`src/rtl/eth_apb_pkg.sv`:
```
// Shared register map, CTRL bit positions and STATUS field layout for the
// APB-attached Ethernet stream interface.
package eth_apb_pkg;

    localparam int APB_DW = 32;

    localparam logic [3:0] OFF_CTRL   = 4'h0;
    localparam logic [3:0] OFF_STATUS = 4'h4;
    localparam logic [3:0] OFF_TXDATA = 4'h8;
    localparam logic [3:0] OFF_RXDATA = 4'hC;

    localparam int CTRL_WREN       = 0;
    localparam int CTRL_RX_EN      = 1;
    localparam int CTRL_IRQ_RX_EN  = 2;
    localparam int CTRL_IRQ_TXE_EN = 3;
    localparam int CTRL_TX_FLUSH   = 8;
    localparam int CTRL_RX_FLUSH   = 9;

    localparam int ST_TX_COUNT_LSB = 0;
    localparam int ST_TX_COUNT_MSB = 7;
    localparam int ST_RX_COUNT_LSB = 8;
    localparam int ST_RX_COUNT_MSB = 15;
    localparam int ST_TX_FULL      = 16;
    localparam int ST_TX_EMPTY     = 17;
    localparam int ST_RX_FULL      = 18;
    localparam int ST_RX_EMPTY     = 19;
    localparam int ST_RX_OVF       = 20;

endpackage

```
`src/rtl/sync_fifo.sv`:
```
// Single-clock first-word-fall-through FIFO with flush; push while full and
// pop while empty are ignored, flush overrides both.
module sync_fifo #(
    parameter int DW    = 8,
    parameter int DEPTH = 16
) (
    input  logic                     clk_i,
    input  logic                     rstn_i,
    input  logic                     push_i,
    input  logic                     pop_i,
    input  logic                     flush_i,
    input  logic [DW-1:0]            wdata_i,
    output logic [DW-1:0]            rdata_o,
    output logic [$clog2(DEPTH):0]   count_o,
    output logic                     full_o,
    output logic                     empty_o
);
    localparam int AW = $clog2(DEPTH);

    logic [DW-1:0] mem_q [DEPTH];
    logic [AW-1:0] wr_ptr_q, rd_ptr_q;
    logic [AW:0]   count_q;
    logic          do_push_s, do_pop_s;

    assign full_o    = (count_q == (AW+1)'(DEPTH));
    assign empty_o   = (count_q == '0);
    assign do_push_s = push_i & ~full_o & ~flush_i;
    assign do_pop_s  = pop_i & ~empty_o & ~flush_i;
    assign count_o   = count_q;
    // Head is forced to zero when empty so it never shows stale storage.
    assign rdata_o   = empty_o ? '0 : mem_q[rd_ptr_q];

    // Pointer and occupancy tracking.
    always_ff @(posedge clk_i or negedge rstn_i) begin
        if (!rstn_i) begin
            wr_ptr_q <= '0;
            rd_ptr_q <= '0;
            count_q  <= '0;
        end else if (flush_i) begin
            wr_ptr_q <= '0;
            rd_ptr_q <= '0;
            count_q  <= '0;
        end else begin
            if (do_push_s) wr_ptr_q <= wr_ptr_q + AW'(1);
            if (do_pop_s)  rd_ptr_q <= rd_ptr_q + AW'(1);
            case ({do_push_s, do_pop_s})
                2'b10:   count_q <= count_q + (AW+1)'(1);
                2'b01:   count_q <= count_q - (AW+1)'(1);
                default: count_q <= count_q;
            endcase
        end
    end

    // Storage array.
    always_ff @(posedge clk_i) begin
        if (do_push_s) mem_q[wr_ptr_q] <= wdata_i;
    end

endmodule

```
`src/rtl/apb_eth_stream_if.sv`:
```
// APB control/data block for the Ethernet path: TX enable, TX/RX byte FIFOs
// bridging APB to MAC valid/ready streams, status, sticky overflow and irq.
module apb_eth_stream_if
    import eth_apb_pkg::*;
#(
    parameter int ADDR_W   = 4,
    parameter int DW       = 8,
    parameter int TX_DEPTH = 16,
    parameter int RX_DEPTH = 16
) (
    input  logic              pclk,
    input  logic              rstn,
    input  logic [ADDR_W-1:0] paddr,
    input  logic              psel,
    input  logic              penable,
    input  logic              pwrite,
    input  logic [31:0]       pwdata,
    output logic [31:0]       prdata,
    output logic              pready,
    output logic              pslverr,
    output logic              wren,
    output logic [DW-1:0]     tx_data,
    output logic              tx_valid,
    input  logic              tx_ready,
    input  logic [DW-1:0]     rx_data,
    input  logic              rx_valid,
    output logic              irq
);
    logic access_s, wr_s, oor_s, unused_s;
    logic [3:0] off_s;
    logic ctrl_sel_s, status_sel_s, txd_sel_s, rxd_sel_s;
    logic tx_flush_s, rx_flush_s, tx_push_s, tx_pop_s, rx_push_s, rx_pop_s, ovf_set_s;
    logic tx_full_s, tx_empty_s, rx_full_s, rx_empty_s;
    logic [$clog2(TX_DEPTH):0] tx_count_s;
    logic [$clog2(RX_DEPTH):0] rx_count_s;
    logic [DW-1:0] rx_head_s;
    logic [APB_DW-1:0] status_s, ctrl_rd_s;
    logic wren_q, wren_d, pend_q, pend_d, rx_en_q, rx_en_d;
    logic irq_rx_en_q, irq_rx_en_d, irq_txe_en_q, irq_txe_en_d;
    logic rx_ovf_q, rx_ovf_d, irq_q, irq_d;

    generate
        if (ADDR_W > 4) begin : g_hi_addr
            assign oor_s = |paddr[ADDR_W-1:4];
        end else begin : g_no_hi_addr
            assign oor_s = 1'b0;
        end
    endgenerate

    assign access_s     = psel & penable;
    assign wr_s         = access_s & pwrite;
    assign off_s        = {paddr[3:2], 2'b00};
    assign ctrl_sel_s   = ~oor_s & (off_s == OFF_CTRL);
    assign status_sel_s = ~oor_s & (off_s == OFF_STATUS);
    assign txd_sel_s    = ~oor_s & (off_s == OFF_TXDATA);
    assign rxd_sel_s    = ~oor_s & (off_s == OFF_RXDATA);
    assign unused_s     = ^{paddr[1:0], pwdata};

    assign tx_flush_s = wr_s & ctrl_sel_s & pwdata[CTRL_TX_FLUSH];
    assign rx_flush_s = wr_s & ctrl_sel_s & pwdata[CTRL_RX_FLUSH];
    assign tx_push_s  = wr_s & txd_sel_s;
    assign tx_valid   = wren_q & ~tx_empty_s;
    assign tx_pop_s   = tx_valid & tx_ready;
    assign rx_push_s  = rx_valid & rx_en_q & ~rx_full_s;
    assign rx_pop_s   = access_s & ~pwrite & rxd_sel_s;
    assign ovf_set_s  = rx_valid & rx_en_q & rx_full_s & ~rx_flush_s;

    sync_fifo #(.DW(DW), .DEPTH(TX_DEPTH)) u_tx_fifo (
        .clk_i(pclk), .rstn_i(rstn), .push_i(tx_push_s), .pop_i(tx_pop_s),
        .flush_i(tx_flush_s), .wdata_i(pwdata[DW-1:0]), .rdata_o(tx_data),
        .count_o(tx_count_s), .full_o(tx_full_s), .empty_o(tx_empty_s)
    );

    sync_fifo #(.DW(DW), .DEPTH(RX_DEPTH)) u_rx_fifo (
        .clk_i(pclk), .rstn_i(rstn), .push_i(rx_push_s), .pop_i(rx_pop_s),
        .flush_i(rx_flush_s), .wdata_i(rx_data), .rdata_o(rx_head_s),
        .count_o(rx_count_s), .full_o(rx_full_s), .empty_o(rx_empty_s)
    );

    assign status_s  = {11'd0, rx_ovf_q, rx_empty_s, rx_full_s, tx_empty_s, tx_full_s,
                        8'(rx_count_s), 8'(tx_count_s)};
    assign ctrl_rd_s = {28'd0, irq_txe_en_q, irq_rx_en_q, rx_en_q, wren_q};

    // Next-state for CTRL, the deferred wren drop, sticky overflow and irq.
    always_comb begin
        wren_d       = wren_q;
        pend_d       = pend_q;
        rx_en_d      = rx_en_q;
        irq_rx_en_d  = irq_rx_en_q;
        irq_txe_en_d = irq_txe_en_q;
        if (wr_s & ctrl_sel_s) begin
            rx_en_d      = pwdata[CTRL_RX_EN];
            irq_rx_en_d  = pwdata[CTRL_IRQ_RX_EN];
            irq_txe_en_d = pwdata[CTRL_IRQ_TXE_EN];
            if (pwdata[CTRL_WREN]) begin
                wren_d = 1'b1;
                pend_d = 1'b0;
            end else if (tx_valid & ~tx_ready & ~tx_flush_s) begin
                // A word is on offer and not yet taken: keep it stable.
                pend_d = 1'b1;
            end else begin
                wren_d = 1'b0;
                pend_d = 1'b0;
            end
        end else if (pend_q & tx_pop_s) begin
            wren_d = 1'b0;
            pend_d = 1'b0;
        end else begin
            pend_d = pend_q;
        end

        if (ovf_set_s) begin
            rx_ovf_d = 1'b1;
        end else if (wr_s & status_sel_s & pwdata[ST_RX_OVF]) begin
            rx_ovf_d = 1'b0;
        end else begin
            rx_ovf_d = rx_ovf_q;
        end

        irq_d = (irq_rx_en_q & ~rx_empty_s) | (irq_txe_en_q & tx_empty_s) | rx_ovf_q;
    end

    // Control and flag registers.
    always_ff @(posedge pclk or negedge rstn) begin
        if (!rstn) begin
            wren_q       <= 1'b0;
            pend_q       <= 1'b0;
            rx_en_q      <= 1'b0;
            irq_rx_en_q  <= 1'b0;
            irq_txe_en_q <= 1'b0;
            rx_ovf_q     <= 1'b0;
            irq_q        <= 1'b0;
        end else begin
            wren_q       <= wren_d;
            pend_q       <= pend_d;
            rx_en_q      <= rx_en_d;
            irq_rx_en_q  <= irq_rx_en_d;
            irq_txe_en_q <= irq_txe_en_d;
            rx_ovf_q     <= rx_ovf_d;
            irq_q        <= irq_d;
        end
    end

    // Zero-wait read data and error response for the ACCESS phase.
    always_comb begin
        prdata  = '0;
        pslverr = 1'b0;
        if (access_s) begin
            if (oor_s) begin
                pslverr = 1'b1;
            end else begin
                case (off_s)
                    OFF_CTRL:   prdata = pwrite ? '0 : ctrl_rd_s;
                    OFF_STATUS: prdata = pwrite ? '0 : status_s;
                    OFF_TXDATA: pslverr = pwrite ? tx_full_s : 1'b1;
                    OFF_RXDATA: begin
                        if (pwrite) begin
                            pslverr = 1'b1;
                        end else begin
                            prdata  = APB_DW'(rx_head_s);
                            pslverr = rx_empty_s;
                        end
                    end
                    default:    pslverr = 1'b1;
                endcase
            end
        end else begin
            prdata = '0;
        end
    end

    assign pready = 1'b1;
    assign wren   = wren_q;
    assign irq    = irq_q;

endmodule

```
`config.mk`:
```
export PLATFORM = sky130hd
export DESIGN_NAME = apb_eth_stream_if
export DESIGN_NICKNAME = d
export VERILOG_FILES = /design/src/rtl/eth_apb_pkg.sv /design/src/rtl/sync_fifo.sv /design/src/rtl/apb_eth_stream_if.sv
export SDC_FILE = /design/constraint.sdc
export NUM_CORES = 1
export LEC_CHECK = 0
export BUFFER_PORTS_ARGS = -buffer_cell sky130_fd_sc_hd__buf_2
export CORE_ASPECT_RATIO = 0.5
export CORE_UTILIZATION = 55
export CTS_BUF_LIST = sky130_fd_sc_hd__clkbuf_2
export CTS_CLUSTER_DIAMETER = 120
export DETAILED_ROUTE_END_ITERATION = 7
export GPL_TIMING_DRIVEN = 0
export PLACE_DENSITY_LB_ADDON = 0.3
export REMOVE_ABC_BUFFERS = 1
export SLEW_MARGIN = 20
export SYNTH_ARGS = -nofsm -noshare
export SYNTH_HDL_FRONTEND = slang
export SYNTH_HIERARCHICAL = 1
export SYNTH_SLANG_ARGS = --single-unit
```
`constraint.sdc`:
```
create_clock -name pclk -period 6.1 [get_ports pclk]
set_input_delay 1.22 -clock pclk [delete_from_list [all_inputs] [get_ports pclk]]
set_output_delay 1.22 -clock pclk [all_outputs]
set_load 0.01 [all_outputs]
```
==> results of run 1 <==
worst max-delay path by stage:
| stage | to | slack [ns] | cells after the start |
|---|---|---|---|
| floorplan | u_rx_fifo/count_o[4] | 1.69 | 11 |
| global route | prdata[3] | 1.09 | 8 |
| CTS | prdata[1] | 1.26 | 7 |
| finish | prdata[3] | 1.41 | 8 |
| global placement | u_rx_fifo/count_o[4] | 0.66 | 12 |
| detailed placement | u_rx_fifo/count_o[4] | 1.51 | 12 |
layout by cell type (no fill, tap or decap), types with 4 or more instances in the layout:
master	instances
a21oi_1	11
a22oi_1	4
and2_1	16
buf_2	57
clkbuf_2	93
clkinv_1	13
conb_1	15
dfrtp_1	29
edfxtp_1	256
ha_1	14
inv_1	11
mux2_2	7
mux2i_1	41
mux4_2	64
nand2_1	22
nand2b_1	6
nand3_1	10
nand3b_1	5
nor2_1	69
o21ai_0	7
o22ai_1	16
or3_1	8
xor2_1	16
logic make-up after synthesis:
logic type               count (synthesis)  share of synthesized area
multiplexers                           114                      0.159
other                                    2                   0.000605
buffers and inverters                   61                     0.0271
XOR/XNOR                                18                     0.0127
AND/OR/NAND/NOR                        161                     0.0687
flip-flops                             289                      0.686
AO/OA/AOI/OAI                           53                     0.0319
adder cells (fa/ha/maj)                 14                     0.0141
metal layers:
layer  vias to the layer above  part of all wire  track usage
met2                       219              0.50        0.344
met4                         0             0.013       0.0520
li1                       2973                 -            -
met1                      3343              0.43        0.288
met5                         -                 0            0
met3                        35             0.058       0.0447
state kept, by name (all words and copies together), names as in the netlist, 4 cells and up:
register and cells:
u_rx_fifo/count_o 5, u_tx_fifo/wr_ptr_q 4, u_tx_fifo/count_o 5, u_rx_fifo/rd_ptr_q 4, u_tx_fifo/mem_q 128, u_rx_fifo/mem_q 128
u_rx_fifo/wr_ptr_q 4, u_tx_fifo/rd_ptr_q 4
power by group through the flow:
stage | logic, mW | clock network, mW | registers, mW
2_1_floorplan | 0.840 | 0 | 2.51
3_3_place_gp | 1.08 | 0 | 2.60
3_5_place_dp | 1.14 | 0 | 2.58
4_1_cts | 1.15 | 1.16 | 2.53
5_1_grt | 1.24 | 1.24 | 2.56
6_report | 1.14 | 1.11 | 2.52
worst reg2reg max path, delay by kind of cell (launching register included):
kind / cells / cell delay (ns)
xor gates and xnor gates: 1 / 0.10
buffers and inverters: 1 / 0.19
AOI/OAI and AO/OA: 2 / 0.31
DFF: 1 / 0.55
muxes: 2 / 0.31
and+or+nand+nor: 7 / 2.34
adders and majority gates: 1 / 0.24
final cells by class:
type,instances,area share
timing repair buffer,61,0.0259
tap,300,0.0279
clock buffer,93,0.0346
sequential,289,0.634
inverter,11,0.00307
multi-input combinational,375,0.270
clock inverter,17,0.00503
==> summary.md, run 1 <==
| Metric | Value |
|---|---|
| Top-level port count | 96 |
| Area growth from synthesis to final layout | 8.29% |
| Worst min-delay path class | in -> async |
| Power density relative to cell area | 355 nW/um^2 |
| Fill cells | about 1,600 |
| Skew-Pair Late Insertion Delay | between 0.8 and 0.9 ns |
| Total gr overflow | 0 |
| Setup TNS Final | 0 ns |
| Detailed-placement wirelength estimate | 14.5 mm |
| Total number of clock tree sinks | approximately 290 |
| Post-CTS Hold Buffers | 0 |
| Sequential cell area | roughly 8500 sq um |
| Width of the die | ~210 microns |
| Stage delay of the slowest cell on the critical path | 0.53 ns |
| Worst-path cell chain | nor4_4 -> nand2b_1 -> nand2b_1 -> o22ai_1 -> mux2_2 -> a22oi_1 -> nor2_1 -> buf_2 |
| Highest ir drop seen on vdd | roughly 0.00022 V |
| Floorplan die area | between 20,000 and 25,000 sq um |
| Max-Cap Viols | 0 |
| Diodes inserted | 0 |
| Final Max Slew Viols | 0 |
| Max Root-Sink Buffers | 3 |
| Post-synthesis cell type with the largest combined area | edfxtp_1 |
| Number of global-route vias before repair | ~6,500 |
| Largest net degree at the start of global routing | 36 |
| H-Tree Depth | 2 |
| Post-layout util | 0.613 |
| Height of the die | around 110 microns |
| Antenna Violating Nets Remaining | 0 |
| Root buffer cell | clkbuf_2 |
| Endpoints failing hold | 0 |
| Number of synthesized flops with an enable pin | between 200 and 300 |
| Net switching share of the total power | 0.317 |
| Clock period minus final worst setup slack | roughly 4.7 ns |
| Crit Path Category | reg -> out |
| Total CTS buffers | 61 |
| IO Port Bufs | 57 |
| Post-synth top cells | edfxtp_1 (256), nor2_1 (69), mux4_2 (64) |
| Crit start category | register |
| Smallest setup slack after layout | 1.41 ns |
| Worst Hold Margin | roughly 0.41 ns |
| Place WS | between 1.5 and 2 ns |
| Run status | complete, no violations |
| Most frequent cell on the critical path | nand2b_1 |
| All-layer global routing usage | 0.208 |
| Worst reg2reg setup slack | ~2.0 ns |
| Placement Cell Area | ~13,000 sq um |
| Max Fclk | 213 MHz |
| Instance count of the mapped netlist | ~700 |
| Global-route wire length before repair | about 36 mm |
| Finished layout cell area | between 10,000 and 15,000 sq um |
| RR Startpoint | u_tx_fifo/count_o[1] |
| Power Internal | around 3.3 mW |
| Path depth of the worst reg2reg path | 14 |
| Terminus of the critical flop-to-flop path | u_tx_fifo/count_o[4] |
| Final clock period utilization by the worst path | 0.770 |
| Ratio of cells with drive above 1 in the final layout | 0.299 |
| Unrepaired setup endpoints after global routing | no |
| Wire length reported by the detailed router | roughly 23 mm |
| Initial core utilization | 0.566 |
| Number of nets in the layout | between 800 and 900 |
| Part of the Yosys area used for sequential elements | 0.686 |
| Main flop type after synthesis | edfxtp_1 |
| Initial antenna violation count | 0 |
| Category of the worst setup path capture point | output pin |
| Arrival time worst endpoint | 3.47 ns |
| Mean Syn Cell Area | around 17 sq um |
| Clock skew after layout | about 0.070 ns |
| Clk network pwr share | 0.233 |
| First-iteration detailed-routing DRC count | just over 500 |
| Synth Warn # | 6 |
| Number of buffers and inverters on the critical path | 1 |
| Overall via count from detail_route | between 6,000 and 7,000 |
| Fraction of post-synthesis cell area in the top cell type by area | 0.619 |
| Number of standard-cell rows in the floorplan | 38 |
| DR DRC count | 0 |
| CP max FO | 9 |
| Area used by multi-input combinational logic | ~3600 sq um |
| Start point of the critical path | u_rx_fifo/count_o[1] |
| Number of placed cells counting well taps | 1,036 |
| Combinational group share of total power | 0.239 |
| Core region area | 21,900 sq um |
| Overall power consumption | 4.78 mW |
| Switching Power | between 1.5 and 2 mW |
| Clock-pin slew reported for the worst setup and hold paths after clock tree synthesis | ~0.14 ns |
| TritonRoute pass-1 iters | 5 |
| Post-synth design cell area | 12,400 sq um |
| Required time at the endpoint of the critical path | 4.88 ns |
| Top area cells in the synthesized netlist | edfxtp_1 (62%), mux4_2 (12%), dfrtp_1 (6.7%), mux2i_1 (3.3%), nor2_1 (2.1%) |
| #FFs+latches synth | just under 300 |
| Resized Gates After CTS | 0 |
| Top-count cell post-synth | edfxtp_1 |
| Number of buffers inserted to repair setup after CTS | 0 |
| Clock tree from TritonCTS | done |
| Detail-routed via count per cell | around 5.7 |
| Global placer's final weighted congestion | between 0.8 and 0.9 |
| Filler-free cell count of the finished design | approximately 1,100 |
| Number of different library cells in the post-synthesis netlist | 50 |
| Kind of cell with the highest combined delay on the critical path | simple AND/OR/NAND/NOR gates |
| Post-synth ARST share | 0.114 |
| Mean routed wirelength per cell | around 20 microns |
| Static leakage | around 4.6 nW |
| Worst max-slew margin expressed relative to the limit | 0.274 |
| Transition at the pin with the smallest max-transition slack | ~1.1 ns |
| Endpoints failing setup | 0 |
| Share of power burned in registers | 0.528 |
| Slowest library cell on the worst path | nor4_4 |
Power figures use the tool's default switching activity.
==> inputs of run 2 (changes only) <==
Clock period 6.1 ns to 4.5 ns, I/O delays scaled along.
==> summary.md, run 2 (synthesis gave the netlist of run 1 again) <==
| Metric | Value |
|---|---|
| Run status | complete, no violations (unchanged) |
| Worst Hold Margin | 0.102 ns (was 0.406 ns) |
| Height of the die | 108 microns (unchanged) |
| First-iteration detailed-routing DRC count | 458 (was 519) |
| Number of global-route vias before repair | 6,531 (was 6,503) |
| Core region area | 21,900 sq um (unchanged) |
| Ratio of cells with drive above 1 in the final layout | 0.303 (was 0.299) |
| Clock-pin slew reported for the worst setup and hold paths after clock tree synthesis | 0.14 ns (about the same) |
| DR DRC count | 0 (unchanged) |
| Worst min-delay path class | in -> async (unchanged) |
| Terminus of the critical flop-to-flop path | u_tx_fifo/count_o[4] (unchanged) |
| Floorplan die area | 23,200 sq um (unchanged) |
| Static leakage | 4.62 nW (was 4.61 nW) |
| Max Root-Sink Buffers | 3 (unchanged) |
| All-layer global routing usage | 0.209 (was 0.208) |
| Number of nets in the layout | 865 (was 864) |
| Path depth of the worst reg2reg path | 14 (unchanged) |
| Root buffer cell | clkbuf_2 (unchanged) |
| Finished layout cell area | 13,500 sq um (was 13,400 sq um) |
| Arrival time worst endpoint | 3.23 ns (was 3.47 ns) |
| Global placer's final weighted congestion | 0.811 (unchanged) |
| Detail-routed via count per cell | 5.73 (about the same) |
| Highest ir drop seen on vdd | 0.000293 V (was 0.000218 V) |
| Width of the die | 214 microns (unchanged) |
| Diodes inserted | 0 (unchanged) |
| Initial antenna violation count | 0 (unchanged) |
| Wire length reported by the detailed router | 23.5 mm (was 23.4 mm) |
| TritonRoute pass-1 iters | 5 (unchanged) |
| Regs by FF count | u_rx_fifo/mem_q x128, u_tx_fifo/mem_q x128 (unchanged) |
| Crit Path Category | reg -> out (unchanged) |
| Worst max-slew margin expressed relative to the limit | 0.276 (was 0.274) |
| Commonest cells after routing, fill and taps aside | edfxtp_1 (256), clkbuf_2 (93), nor2_1 (69) (unchanged) |
| Global-route wire length before repair | 36.2 mm (was 36.1 mm) |
| Detailed-placement wirelength estimate | 14.5 mm (unchanged) |
| Post-layout util | 0.615 (was 0.613) |
| Fill cells | 1,620 (was 1,625) |
| Placement Cell Area | 12,900 sq um (unchanged) |
| Endpoints failing hold | 0 (unchanged) |
| Total number of clock tree sinks | 289 (unchanged) |
| Top-level port count | 96 (unchanged) |
| Initial core utilization | 0.566 (unchanged) |
| Final clock period utilization by the worst path | 0.918 |
| Post-CTS Hold Buffers | 0 (unchanged) |
| Final Max Slew Viols | 0 (unchanged) |
| Number of standard-cell rows in the floorplan | 38 (unchanged) |
| Mean routed wirelength per cell | 20.5 microns (was 20.4 microns) |
| Area growth from synthesis to final layout | 8.52% (was 8.29%) |
| Required time at the endpoint of the critical path | 3.60 ns (was 4.88 ns) |
| Clock period minus final worst setup slack | 4.13 ns |
| Unrepaired setup endpoints after global routing | no (unchanged) |
| Largest net degree at the start of global routing | 36 (unchanged) |
| Setup TNS Final | 0 ns (unchanged) |
| Crit start category | register (unchanged) |
| Overall via count from detail_route | 6,573 (was 6,570) |
| Clock skew after layout | 0.0654 ns (was 0.0699 ns) |
| RR Startpoint | u_tx_fifo/count_o[1] (unchanged) |
| Total gr overflow | 0 (unchanged) |
| H-Tree Depth | 2 (unchanged) |
| Clock tree from TritonCTS | done (unchanged) |
| Antenna Violating Nets Remaining | 0 (unchanged) |
| Total CTS buffers | 61 (unchanged) |
| Power density relative to cell area | 483 nW/um^2 (was 355 nW/um^2) |
| Skew-Pair Late Insertion Delay | 0.84 ns (was 0.86 ns) |
| Worst reg2reg setup slack | 0.44 ns (was 2.03 ns) |
| IO Port Bufs | 57 (unchanged) |
| Most common library cell in the layout ignoring fill and taps | edfxtp_1 (unchanged) |
| Max Fclk | 242 MHz |
| Transition at the pin with the smallest max-transition slack | 1.09 ns (about the same) |
| Max-Cap Viols | 0 (unchanged) |
| CP max FO | 19 (was 9) |
| Category of the worst setup path capture point | output pin (unchanged) |
| Endpoints failing setup | 0 (unchanged) |
[run 2: how the worst max path moves through the flow]
stage / start / end / slack (ns) / cells past startpoint
3_3_place_gp: paddr[2] / u_rx_fifo/count_o[4] / -0.62 / 12
6_report: u_rx_fifo/rd_ptr_q[0] / prdata[1] / 0.37 / 7
2_1_floorplan: paddr[2] / u_rx_fifo/count_o[4] / 0.41 / 11
4_1_cts: u_rx_fifo/count_o[1] / prdata[3] / 0.004 / 8
3_5_place_dp: pwrite / u_rx_fifo/count_o[4] / 0.23 / 12
5_1_grt: u_tx_fifo/count_o[1] / u_tx_fifo/count_o[4] / 0.13 / 14
[run 2: report_power, final]
part | total, mW | switching (mW) | internal [mW]
Combinational | 1.61 | 0.781 | 0.832
Clock | 1.51 | 0.961 | 0.547
Sequential | 3.38 | 0.321 | 3.06
Total | 6.51 | 2.06 | 4.44
[run 2: layout make-up]
type | count | area, sq um | share of cell area
clock buffers | 93 | 465 | 0.0345
clock inverters | 17 | 67.6 | 0.00501
inverters | 11 | 41.3 | 0.00306
multi-input cells | 375 | 3630 | 0.270
flip-flops and latches | 289 | 8520 | 0.633
well taps | 300 | 375 | 0.0279
repair buffers | 62 | 368 | 0.0273
[run 2: worst max-delay path: stages (launching register included)]
cell and delay, ns:
dfrtp_4 0.73, mux4_2 0.56, mux2i_1 0.25, o22ai_1 0.21, mux2_2 0.30, a22oi_1 0.14, nor2_1 0.06, buf_2 0.14
[run 2: repair_timing]
action	in CTS	in global routing
resized for setup	0	3
buffers inserted	1	0
setup endpoints to repair	1	4
endpoints found under the hold margin	0	0
pin swaps	0	1
[run 2: metal layers]
metal | part of all wire | up-vias | global-route usage
li1 | - | 2970 | -
met1 | 0.43 | 3373 | 0.285
met2 | 0.50 | 201 | 0.350
met3 | 0.058 | 29 | 0.0456
met4 | 0.011 | 0 | 0.0500
met5 | 0 | - | 0
[run 2: per-stage QoR]
| step | instances | setup WS, ns | power, mW |
|---|---|---|---|
| global route | 1147 | 0.132 | 6.86 |
| CTS | 1147 | 0.00417 | 6.58 |
| global placement | 1032 | -0.622 | 4.99 |
| finish | 1147 | 0.369 | 6.51 |
| floorplan | 675 | 0.414 | 4.55 |
| detailed placement | 1036 | 0.235 | 5.04 |
